**src/rtl/seg7_pkg.sv**
```systemverilog
// Shared definitions for the seven-segment scan driver: segment decode and
// output polarity helpers.
package seg7_pkg;

  localparam int POL_ACTIVE_HIGH = 0;
  localparam int POL_ACTIVE_LOW  = 1;

  // Segment byte with every segment and the decimal point dark, active-high.
  localparam logic [7:0] SEG_DARK_HIGH = 8'h00;

  // Hex nibble to active-high segment pattern, bit order g..a.
  function automatic logic [6:0] hex_to_seg(input logic [3:0] nibble);
    logic [6:0] pattern;
    case (nibble)
      4'h0:    pattern = 7'h3F;
      4'h1:    pattern = 7'h06;
      4'h2:    pattern = 7'h5B;
      4'h3:    pattern = 7'h4F;
      4'h4:    pattern = 7'h66;
      4'h5:    pattern = 7'h6D;
      4'h6:    pattern = 7'h7D;
      4'h7:    pattern = 7'h07;
      4'h8:    pattern = 7'h7F;
      4'h9:    pattern = 7'h6F;
      4'hA:    pattern = 7'h77;
      4'hB:    pattern = 7'h7C;
      4'hC:    pattern = 7'h39;
      4'hD:    pattern = 7'h5E;
      4'hE:    pattern = 7'h79;
      default: pattern = 7'h71;
    endcase
    return pattern;
  endfunction

  // Converts an active-high segment byte to the polarity of the board wiring.
  function automatic logic [7:0] seg_polarity(input logic [7:0] pattern, input int polarity);
    return (polarity == POL_ACTIVE_LOW) ? ~pattern : pattern;
  endfunction

endpackage

```
**src/rtl/seg7_tick_gen.sv**
```systemverilog
// Slot timing for the digit scan: slot counter, digit index and frame marker.
module seg7_tick_gen #(
  parameter int SLOT_TICKS = 10,
  parameter int NUM_DIGITS = 3,
  parameter int SLOT_W     = 4,
  parameter int DIG_W      = 2
) (
  input  logic              pix_clk,
  input  logic              pix_rstn,
  output logic [SLOT_W-1:0] slot_cnt,
  output logic [DIG_W-1:0]  dig_idx,
  output logic              frame_wrap,
  output logic              frame_tick
);

  logic slot_last;
  logic digit_last;

  // Detect the final cycle of a slot and of the last digit; together they end a frame.
  always_comb begin
    slot_last  = (slot_cnt == SLOT_W'(SLOT_TICKS - 1));
    digit_last = (dig_idx == DIG_W'(NUM_DIGITS - 1));
    frame_wrap = slot_last && digit_last;
  end

  // Advance the slot counter every cycle and step to the next digit when a slot ends.
  always_ff @(posedge pix_clk or negedge pix_rstn) begin
    if (!pix_rstn) begin
      slot_cnt   <= '0;
      dig_idx    <= '0;
      frame_tick <= 1'b0;
    end else begin
      slot_cnt   <= slot_last ? '0 : slot_cnt + 1'b1;
      frame_tick <= frame_wrap;
      if (slot_last) begin
        dig_idx <= digit_last ? '0 : dig_idx + 1'b1;
      end
    end
  end

endmodule

```
**src/rtl/seg7_scan_driver.sv**
```systemverilog
// Multiplexed seven-segment driver: double-buffered hex display with leading
// zero blanking, PWM brightness and a dead band at the start of every slot.
module seg7_scan_driver
  import seg7_pkg::*;
#(
  parameter int CLK_HZ         = 108_000_000,
  parameter int NUM_DIGITS     = 3,
  parameter int DIGIT_HZ       = 1000,
  parameter int PWM_BITS       = 4,
  parameter int GUARD_TICKS    = 2,
  parameter int SEG_ACTIVE_LOW = 1,
  parameter int DIG_ACTIVE_LOW = 1
) (
  input  logic                    pix_clk,
  input  logic                    pix_rstn,
  input  logic [4*NUM_DIGITS-1:0] value,
  input  logic [NUM_DIGITS-1:0]   dp,
  input  logic                    load,
  input  logic                    blank_lz,
  input  logic [PWM_BITS-1:0]     brightness,
  output logic [7:0]              seg,
  output logic [NUM_DIGITS-1:0]   dig,
  output logic                    frame_tick
);

  localparam int SLOT_TICKS = CLK_HZ / DIGIT_HZ;
  localparam int SLOT_W     = (SLOT_TICKS > 1) ? $clog2(SLOT_TICKS) : 1;
  localparam int DIG_W      = (NUM_DIGITS > 1) ? $clog2(NUM_DIGITS) : 1;
  localparam int SEG_POL    = (SEG_ACTIVE_LOW != 0) ? POL_ACTIVE_LOW : POL_ACTIVE_HIGH;
  localparam logic [7:0] SEG_OFF = seg_polarity(SEG_DARK_HIGH, SEG_POL);
  localparam logic [NUM_DIGITS-1:0] DIG_OFF = (DIG_ACTIVE_LOW != 0) ? '1 : '0;

  // Reject parameter sets where a slot cannot hold the dead band plus a full PWM period.
  if (NUM_DIGITS < 1 || NUM_DIGITS > 8) begin : g_bad_num_digits
    $fatal(1, "seg7_scan_driver: NUM_DIGITS must be within 1..8");
  end
  if (SLOT_TICKS < GUARD_TICKS + 2**PWM_BITS) begin : g_bad_slot_ticks
    $fatal(1, "seg7_scan_driver: slot too short for guard band plus PWM period");
  end

  logic [SLOT_W-1:0]       slot_cnt;
  logic [DIG_W-1:0]        dig_idx;
  logic                    frame_wrap;
  logic [PWM_BITS-1:0]     pwm_cnt;
  logic [4*NUM_DIGITS-1:0] shadow_value;
  logic [NUM_DIGITS-1:0]   shadow_dp;
  logic [4*NUM_DIGITS-1:0] disp_value;
  logic [NUM_DIGITS-1:0]   disp_dp;
  logic [NUM_DIGITS-1:0]   lead_zero;
  logic                    active;
  logic [7:0]              seg_high;
  logic [NUM_DIGITS-1:0]   dig_high;

  seg7_tick_gen #(
    .SLOT_TICKS (SLOT_TICKS),
    .NUM_DIGITS (NUM_DIGITS),
    .SLOT_W     (SLOT_W),
    .DIG_W      (DIG_W)
  ) u_tick_gen (
    .pix_clk    (pix_clk),
    .pix_rstn   (pix_rstn),
    .slot_cnt   (slot_cnt),
    .dig_idx    (dig_idx),
    .frame_wrap (frame_wrap),
    .frame_tick (frame_tick)
  );

  // Shadow takes new data on any load; the display copy only moves at a frame boundary so a frame never mixes old and new digits.
  always_ff @(posedge pix_clk or negedge pix_rstn) begin
    if (!pix_rstn) begin
      shadow_value <= '0;
      shadow_dp    <= '0;
      disp_value   <= '0;
      disp_dp      <= '0;
    end else begin
      if (frame_wrap) begin
        disp_value <= shadow_value;
        disp_dp    <= shadow_dp;
      end
      if (load) begin
        shadow_value <= value;
        shadow_dp    <= dp;
      end
    end
  end

  // Free-running PWM phase counter, independent of slot timing.
  always_ff @(posedge pix_clk or negedge pix_rstn) begin
    if (!pix_rstn) begin
      pwm_cnt <= '0;
    end else begin
      pwm_cnt <= pwm_cnt + 1'b1;
    end
  end

  // Mark each digit whose nibble and every more significant nibble are zero.
  always_comb begin
    logic zero_run;
    lead_zero = '0;
    zero_run  = 1'b1;
    for (int k = NUM_DIGITS - 1; k >= 0; k--) begin
      zero_run     = zero_run && (disp_value[4*k +: 4] == 4'h0);
      lead_zero[k] = zero_run;
    end
  end

  // Build the active-high pattern for the digit in its slot, dark during the guard band and PWM off phase.
  always_comb begin
    seg_high = SEG_DARK_HIGH;
    dig_high = '0;
    active   = (slot_cnt >= SLOT_W'(GUARD_TICKS)) && ((&brightness) || (pwm_cnt < brightness));
    for (int k = 0; k < NUM_DIGITS; k++) begin
      if (dig_idx == DIG_W'(k)) begin
        dig_high[k] = 1'b1;
        if (blank_lz && (k > 0) && lead_zero[k]) begin
          seg_high = {disp_dp[k], 7'h00};
        end else begin
          seg_high = {disp_dp[k], hex_to_seg(disp_value[4*k +: 4])};
        end
      end
    end
    if (!active) begin
      seg_high = SEG_DARK_HIGH;
      dig_high = '0;
    end
  end

  // Register the pins in board polarity so they change glitch-free on the clock edge.
  always_ff @(posedge pix_clk or negedge pix_rstn) begin
    if (!pix_rstn) begin
      seg <= SEG_OFF;
      dig <= DIG_OFF;
    end else begin
      seg <= seg_polarity(seg_high, SEG_POL);
      dig <= (DIG_ACTIVE_LOW != 0) ? ~dig_high : dig_high;
    end
  end

endmodule

```
**config.mk**
```make
export PLATFORM = sky130hd
export DESIGN_NAME = seg7_scan_driver
export DESIGN_NICKNAME = d
export VERILOG_FILES = /design/src/rtl/seg7_pkg.sv /design/src/rtl/seg7_tick_gen.sv /design/src/rtl/seg7_scan_driver.sv
export SDC_FILE = /design/constraint.sdc
export NUM_CORES = 1
export LEC_CHECK = 0
export CAP_MARGIN = 10
export CORE_MARGIN = 4
export CORE_UTILIZATION = 47
export CTS_CLUSTER_SIZE = 20
export DETAILED_ROUTE_END_ITERATION = 10
export GPL_TIMING_DRIVEN = 0
export PLACE_DENSITY = 0.79
export SETUP_SLACK_MARGIN = 0.4
export SLEW_MARGIN = 20
export SYNTH_ARGS = -nofsm -noshare
export SYNTH_HDL_FRONTEND = slang
export SYNTH_SLANG_ARGS = --single-unit
```
**constraint.sdc**
```tcl
create_clock -name pix_clk -period 3.1 [get_ports pix_clk]
set_input_delay 0.62 -clock pix_clk [delete_from_list [all_inputs] [get_ports pix_clk]]
set_output_delay 0.62 -clock pix_clk [all_outputs]
set_load 0.02 [all_outputs]
```
Word-level counts from Yosys, hierarchy flattened --
Memory sizes are Yosys's and may differ from the RTL's. Index checks and enable logic that the tools add are counted.
Word-level totals: flip-flop bits (word level) 65, memory bits (read-only) 336, input bits 23, word-level logic and storage cells 45, memories 3
Memory list:
- (no name shown) | words 16, bits a word 7, read ports 1, clocked after Yosys merged registers in 0, wr ports 0, RTL line seg7_pkg.sv:14 | case (nibble)
- (no name shown) | words 16, bits a word 7, read ports 1, clocked after Yosys merged registers in 0, wr ports 0, RTL line seg7_pkg.sv:14
- (no name shown) | words 16, bits a word 7, read ports 1, clocked after Yosys merged registers in 0, wr ports 0, RTL line seg7_pkg.sv:14
Operators by class: $add $sub $neg 3, $lt $le $gt $ge 2, eq/ne operators 3, multiplexer cells 12, bitwise logic cells 2, reduce and logical (&&, ||, !) cells 10
Operator list (count):
- $mux W8 | 4
- $add A17 B1 Y17 const B | 1
- $eq A17 B17 Y1 const B | 1
- $ge A17 B2 Y1 const B | 1
- $mux W17 | 1
- $mux W7 | 2
- $logic_not A4 Y1 | 2
- $not A8 Y8 | 1
- $logic_and A1 B1 Y1 | 5
- $add A4 B1 Y4 const B | 1
- $lt A4 B4 Y1 | 1
- $reduce_and A4 Y1 | 1
- $mux W1 | 3
- $mux W3 | 1
- $not A3 Y3 | 1
- $add A2 B1 Y2 const B | 1
- $eq A2 B1 Y1 const B | 1
- $eq A2 B2 Y1 const B | 1
- $logic_not A2 Y1 | 1
- $mux W2 | 1
- $logic_or A1 B1 Y1 | 1

Longest topological paths before layout --
Gate-level depths: netlist of run 1.
depth in word-level cells 8, depth in mapped cells 8

Modules after synthesis --
Synthesis of run 1 repeated with hierarchy kept, for this count alone.
Second synthesis, totals: cell total of the unflattened synthesis 339, area, all modules 3578.4 sq um
By module, submodules not included:
- seg7_scan_driver | instances 1, cells an instance 248, area an instance 2633.8 sq um, seq. area each 1139.8 sq um
- seg7_tick_gen | instances 1, cells an instance 91, area an instance 944.7 sq um, seq. area each 500.5 sq um

Worst setup path after synthesis of run 1 --
No wires, ideal clock.
path kind input to register, start input port brightness[1], end register seg[3], arrival time 1.741 ns, slack 1.273 ns, cell stages on the path 7, buffers on the path 1, cells stage by stage inv_1 > ha_1 > a21o_1 > a211o_1 > a21oi_1 > buf_2 > nand3_1
On the way: cells in the longest elaborated chain, start to end 5, elaborated cells between the ends (all ways) 6, those cells by class 1 x order compare; 1 x mux; 1 x bitwise; 3 x reduce/logical
RTL lines:
- start, declared | RTL line seg7_scan_driver.sv:20 | input logic [PWM_BITS-1:0] brightness,
- $lt A4 B4 Y1 / $reduce_and A4 Y1 (equally long branches) | RTL line seg7_scan_driver.sv:111 | active = (slot_cnt >= SLOT_W'(GUARD_TICKS)) && ((&brightness) || (pwm_cnt < brightness));
- $logic_or A1 B1 Y1 (*) | RTL line seg7_scan_driver.sv:111
- $logic_and A1 B1 Y1 (*) | RTL line seg7_scan_driver.sv:111
- $mux W8 (*) | RTL line seg7_scan_driver.sv:122 | if (!active) begin
- $not A8 Y8 (*) | RTL line seg7_pkg.sv:37 | return (polarity == POL_ACTIVE_LOW) ? ~pattern : pattern;
- end signal, assigned | RTL line seg7_scan_driver.sv:134 | seg <= seg_polarity(seg_high, SEG_POL);
- end, declared | RTL line seg7_scan_driver.sv:21 | output logic [7:0] seg,
Mark *: on every way between the ends. The rest lies on a longest branch, timed or not. A chain may end at the register's enable or synchronous reset.

Worst setup path in the final report of run 1 --
start register disp_value[9], end register seg[1]
On the way: cells in the longest elaborated chain, start to end 8, elaborated cells between the ends (all ways) 11, those cells by class 5 x mux; 1 x bitwise; 4 x reduce/logical; 1 x memory
RTL lines:
- start, declared | RTL line seg7_scan_driver.sv:47 | logic [4*NUM_DIGITS-1:0] disp_value;
- start signal, assigned | RTL line seg7_scan_driver.sv:77 | disp_value <= shadow_value;
- parallel branches: the longest is 5 deep, another holds $mem_v2 Z16 W7
- $mux W8 (*) | RTL line seg7_scan_driver.sv:113 | if (dig_idx == DIG_W'(k)) begin
- $mux W8 (*) | RTL line seg7_scan_driver.sv:122
- $not A8 Y8 (*) | RTL line seg7_pkg.sv:37
Every way passes the cells marked *.

==> flow_summary.json, run 1 <==
{
  "firstDrtPassIters": 4,
  "placed_cell_area_um2": 4060,
  "internal_power_w": 0.00136,
  "numCtsBuffers": 9,
  "outcome": "complete, no violations",
  "synth_top_cell_area_share": 0.377,
  "htreeDepth": 3,
  "drv_slew": 0,
  "synthTopCellsByCount": "54 x dfrtp_1, 25 x mux2_2, 25 x nand2_1, 24 x ha_1, 23 x nor2_1",
  "hp-class": "input port to async pin",
  "finClkSkew_ps": 7.40,
  "synth-simple-area-share": 0.165,
  "worstPathArrival_ps": 2450,
  "cp-start-kind": "flop",
  "synth_cell_types": 50,
  "area_growth_pct": 19.4,
  "ant_nets": 0,
  "p_leak_nw": 1.87,
  "synth_cells": 341,
  "synth_adder_area_share": 0.0838,
  "hold_violations": 0,
  "cts_max_path_buffers": 2,
  "max_freq_mhz": 459,
  "rows": 31,
  "postLayoutCoreUtil": 0.584,
  "fin_area_um2": 4280,
  "path_class": "flop to flop",
  "root_buffer": "clkbuf_8",
  "syn_area_um2": 3580,
  "ys.flop_type": "dfrtp_1",
  "viasPerCell": 5.44,
  "crit_fanout": 6,
  "initial_utilization": 0.489,
  "vias": 2667,
  "drive_above_1_share": 0.182,
  "rsz0062_at_grt": "false",
  "grt_use_total": 0.177,
  "required_ps": 3370,
  "ys_warn_count": 0,
  "combPwrFrac": 0.058,
  "drt_wl_total_mm": 7.34,
  "grt_pass1_wl_mm": 12.2,
  "grt_max_degree": 46,
  "cts_sinks": 65,
  "crit_path_end_kind": "flop",
  "yosys-top-cells-area": "dfrtp_1 38%, ha_1 8.4%, dfstp_2 8.1%",
  "die_w_um": 95.3,
  "hpwl_mm": 5.41,
  "wl_per_cell_um": 15.0,
  "ir_drop_mv": 0.295,
  "synth_xor_area_frac": 0.0391,
  "antenna_found_initial": 0,
  "cts_setup_buffers": 0,
  "syn_avg_cell_area_um2": 10.5,
  "period_minus_slack_ps": 2180,
  "dieArea_um2": 9090,
  "slew_headroom": 0.589,
  "seq_power_share": 0.509,
  "synth_edf_count": 0,
  "yosys.area.top_type": "dfrtp_1",
  "tightest_slew_ps": 616,
  "cts_hold_buf": 0,
  "antenna_cells": 0,
  "drv_cap": 0,
  "gp_congestion": 0.934,
  "die_h_um": 95.3,
  "cts_resized": 0,
  "grt_use_met2": 0.278,
  "drcViolationCount": 0,
  "io_buffers": 33,
  "power_w": 0.00173,
  "fin_nets": 433,
  "synth_compound_area_frac": 0.108,
  "setup_viol": 0,
  "grt_pass1_vias": 2581,
  "gr-usage-met1": 0.230,
  "grt.busiest_layer": "met2",
  "post-route-period-util": 0.702,
  "core_um2": 7330,
  "yosysSeqAreaShare": 0.458,
  "ff2ff_path_depth": 7,
  "synth_top_family_by_area": "simple AND/OR/NAND/NOR gates",
  "clkPwrFrac": 0.433,
  "synthArstFlopShare": 1.00,
  "drt_iter0_markers": 136,
  "power_density_nw_per_um2": 405,
  "clock_latency_ps": 340,
  "synth_mux_area_frac": 0.111,
  "use_met3": 0.0379,
  "swShare": 0.214,
  "syn_nets": 388,
  "clk_pin_slew_ps": 70,
  "cts_tree": "built",
  "switching_power_w": 0.000371,
  "ys_ff_latch": 65,
  "grt_overflow_total": 0,
  "yosysMostFrequentCell": "dfrtp_1",
  "io_pins": 35
}
## cell families (layout without fill, tap and decap cells)
group,Yosys count,in the layout
AND/OR/NAND/NOR,111,111
flip-flops,65,65
AO/OA/AOI/OAI,59,59
multiplexers,34,34
buffers and inverters,32,82
adder cells (fa/ha/maj),24,24
XOR/XNOR,16,16
## power groups by stage
stage          combinational, W  clock [W]  sequential, W
6_report               0.000101   0.000751       0.000883
5_1_grt                0.000111   0.000812       0.000885
4_1_cts                0.000103   0.000765       0.000883
3_5_place_dp           0.000102          0       0.000899
3_3_place_gp          0.0000951          0       0.000897
2_1_floorplan         0.0000382          0       0.000898
## worst max-delay path: stages, from the launching register on
cell      delay, ps
dfrtp_1         440
inv_1           120
ha_1            250
and4bb_2        300
a31oi_1         420
o211ai_1        190
a22oi_1         300
nand2_1          90
## layout make-up
cell class                 instances  area, um2
multi-input combinational        244       1820
timing repair buffer              34        355
clock buffer                      12        165
tap                               99        124
buffer                            15       65.1
clock inverter                     4       50.0
inverter                          17       63.8
sequential                        65       1640
fill                             607       3050
## cell usage in the layout (no fill, tap or decap), types with 2 or more instances in the layout
cell type / count
dfrtp_1: 54
nor3_1: 6
ha_1: 24
nand2_1: 25
nand2_2: 2
o21ai_0: 19
nand2b_1: 9
a22oi_1: 3
and4_2: 2
o311ai_0: 2
nor2_1: 23
mux4_2: 2
o211ai_1: 8
mux2i_1: 6
a211oi_1: 2
nor4_1: 3
dfstp_2: 11
a21o_1: 2
clkbuf_1: 9
clkbuf_8: 12
nand3_1: 19
xnor2_1: 6
buf_4: 2
nor2b_1: 7
a31oi_1: 6
clkdlybuf4s50_1: 32
a221oi_1: 3
clkinvlp_4: 2
buf_2: 4
nand4_1: 5
a21oi_1: 7
inv_1: 17
xor2_1: 10
mux2_2: 25
## registers in the layout, summed over array words and instances (netlist names)
name and flops:
u_tick_gen.slot_cnt 17, dig 3, pwm_cnt 4, shadow_dp 3
seg 8, u_tick_gen.frame_tick 1, disp_value 12, shadow_value 12
u_tick_gen.dig_idx 2, disp_dp 3
## stage by stage
stage          instances  hold WS (ps)  setup TNS [ps]  worst slack (ps)
2_1_floorplan        341           324               0              1270
3_3_place_gp         473           469          -34800              -647
3_5_place_dp         474           470               0               574
4_1_cts              490           157               0               940
5_1_grt              490           160               0               781
6_report             490           155               0               923
## routing by layer
metal | share of wire | vias to the layer above
li1 | - | 1304
met1 | 0.46 | 1287
met2 | 0.47 | 62
met3 | 0.051 | 14
met4 | 0.022 | 0
met5 | 0 | -
## final timing paths
check,from,end,slack [ps]
worst min-delay path,pix_rstn,u_tick_gen.slot_cnt[4],150
max in group asynchronous,pix_rstn,seg[5],2380
worst max-delay path,disp_value[9],seg[1],920
worst min register to register,pwm_cnt[3],pwm_cnt[3],480
min in group pix_clk,pwm_cnt[3],pwm_cnt[3],480
worst max register to register,disp_value[9],seg[1],920
Power figures use the tool's default switching activity.
==> run 2, diff against run 1 <==
--- a/config.mk
+++ b/config.mk
@@ -11,7 +11,7 @@
 export CTS_CLUSTER_SIZE = 20
 export DETAILED_ROUTE_END_ITERATION = 10
 export GPL_TIMING_DRIVEN = 0
-export PLACE_DENSITY = 0.79
+export PLACE_DENSITY = 0.81
 export SETUP_SLACK_MARGIN = 0.4
 export SLEW_MARGIN = 20
 export SYNTH_ARGS = -nofsm -noshare
==> constraint.sdc (replaced) <==
create_clock -name pix_clk -period 2 [get_ports pix_clk]
set_input_delay 0.4 -clock pix_clk [delete_from_list [all_inputs] [get_ports pix_clk]]
set_output_delay 0.4 -clock pix_clk [all_outputs]
set_load 0.02 [all_outputs]
==> flow_summary.json, run 2 (synthesis gave the netlist of run 1 again) <==
{
  "io_buffers": 33,
  "wl_per_cell_um": 16.5,
  "fillers": 514,
  "drt_wl_total_mm": 8.65,
  "r2r_slack_ps": 200,
  "hp-class": "flop to flop",
  "gp_congestion": 0.940,
  "rows": 31,
  "crit_start": "u_tick_gen.slot_cnt[1]",
  "viasPerCell": 5.58,
  "critical_path.cell_chain": "ha_2, buf_6, nand4_1, or4_4, nor2_4, o21ai_1",
  "outcome": "complete, no violations",
  "setup_viol": 0,
  "crit_buf_inv": 1,
  "root_buffer": "clkbuf_8",
  "die_w_um": 95.3,
  "ir_drop_mv": 0.390,
  "crit_path_end_kind": "flop",
  "clock_latency_ps": 360,
  "tightest_slew_ps": 594,
  "timing.rr.start": "u_tick_gen.slot_cnt[1]",
  "final_cell_mix": "51 x dfrtp_1, 26 x buf_4, 24 x mux2_2",
  "grt_overflow_total": 0,
  "rsz0062_at_grt": "true",
  "drt_iter0_markers": 334,
  "power_density_nw_per_um2": 591,
  "cp-start-kind": "flop",
  "antenna_found_initial": 0,
  "max_freq_mhz": 556,
  "crit_fanout": 5,
  "setup_ws_ps": 202,
  "dieArea_um2": 9090,
  "hpwl_mm": 5.36,
  "reg_top3": "u_tick_gen.slot_cnt x17, disp_value x12, shadow_value x12",
  "grt_use_total": 0.201,
  "numCtsBuffers": 9,
  "required_ps": 2230,
  "slowest_stage": "or4_4",
  "rr_endpoint": "disp_value[5]",
  "io_pins": 35,
  "ff2ff_path_depth": 6,
  "drive_above_1_share": 0.390,
  "place_worst_setup_slack_ps": -222,
  "drv_cap": 0,
  "p_leak_nw": 2.16,
  "grt_max_degree": 36,
  "antenna_cells": 0,
  "whs_ps": 483,
  "path_delay_family": "simple AND/OR/NAND/NOR gates",
  "cts_max_path_buffers": 2,
  "period_minus_slack_ps": 1800,
  "area_growth_pct": 36.8,
  "firstDrtPassIters": 5,
  "htreeDepth": 3,
  "path_class": "flop to flop",
  "initial_utilization": 0.489,
  "regMostFlops": "u_tick_gen.slot_cnt",
  "clk_pin_slew_ps": 70,
  "slowest_delay_ps": 580,
  "drv_slew": 0,
  "slew_headroom": 0.604,
  "ant_nets": 0,
  "layout_commonest_cell": "dfrtp_1",
  "die_h_um": 95.3,
  "post-route-period-util": 0.899,
  "vias": 2932,
  "grt_pass1_wl_mm": 14.0,
  "worstPathArrival_ps": 2030,
  "cts_tree": "built",
  "finClkSkew_ps": 16.9,
  "cp-endpoint": "disp_value[5]",
  "cp_num_cells": 6,
  "hold_violations": 0,
  "fin_nets": 468,
  "grt_pass1_vias": 2907,
  "cts_sinks": 65,
  "largest_reg_flops": 17,
  "core_um2": 7330,
  "drcViolationCount": 0
}
[run 2: cell count changes in the layout (fill, tap and decap cells not counted), sizes merged]
cell / before / now
buf: 8 / 40
nor2: 24 / 25
bufinv: 1 / 3
clkinv: 1 / 2
dlygate4sd2: 0 / 3
dlygate4sd3: 0 / 1
clkdlybuf4s15: 0 / 6
clkdlybuf4s50: 32 / 18
clkbuf: 21 / 24
[run 2: how the worst min path moves through the flow]
stage	startpoint	end	slack, ps	cells after the start
floorplan	pix_rstn	disp_dp[0]	100	0
global placement	pwm_cnt[0]	pwm_cnt[0]	470	1
detailed placement	pix_rstn	disp_dp[0]	370	1
CTS	pwm_cnt[3]	pwm_cnt[3]	480	1
global route	pwm_cnt[0]	pwm_cnt[0]	510	1
finish	pwm_cnt[3]	pwm_cnt[3]	480	1
[run 2: per-stage QoR]
step                      cell area (um2)  setup TNS (ps)  cells  total power (W)   util
after floorplan                      3610               0    341          0.00145      -
after global placement               4070          -90270    473          0.00154  0.555
after detailed placement             4080           -2040    474          0.00155  0.557
after CTS                            4700               0    516          0.00291  0.641
after global routing                 4900               0    525          0.00300  0.669
final                                4900               0    525          0.00290  0.669
[run 2: worst reg2reg max path, delay by kind of cell, from the launching register on]
kind / cells / cell delay [ps]
simple gates: 3 / 930
flops: 1 / 370
fa+ha+maj: 1 / 200
buf+inv: 1 / 90
compound gates: 1 / 90
[run 2: power breakdown]
part	switching [W]	total [W]	internal [W]	leakage, nW
Sequential	0.0000212	0.00137	0.00135	0.812
Clock	0.000527	0.00135	0.000827	0.115
Combinational	0.0000768	0.000171	0.0000947	1.23
[run 2: area by class of cell]
class / instances / area, um2 / share of cell area
Buffer: 15 / 90.1 / 0.0184
Timing Repair Buffer: 68 / 632 / 0.129
Inverter: 17 / 66.3 / 0.0135
Multi-Input combinational cell: 245 / 2100 / 0.429
Clock inverter: 7 / 119 / 0.0242
Sequential cell: 65 / 1640 / 0.335
Clock buffer: 9 / 124 / 0.0253
Tap cell: 99 / 124 / 0.0253
[run 2: what timing repair did]
action / CTS / global route
hold endpoints to repair: 30 / 0
setup buffers: 22 / 9
pin swaps: 22 / 17
hold buffers: 1 / 0
gates cloned: 3 / 0
setup endpoints to repair: 52 / 53
resized for setup: 65 / 56
[run 2: metal layers]
metal | share of wire | global-route usage
met1 | 0.43 | 0.270
met2 | 0.47 | 0.309
met3 | 0.071 | 0.0537
met4 | 0.024 | 0.0829
met5 | 0 | 0
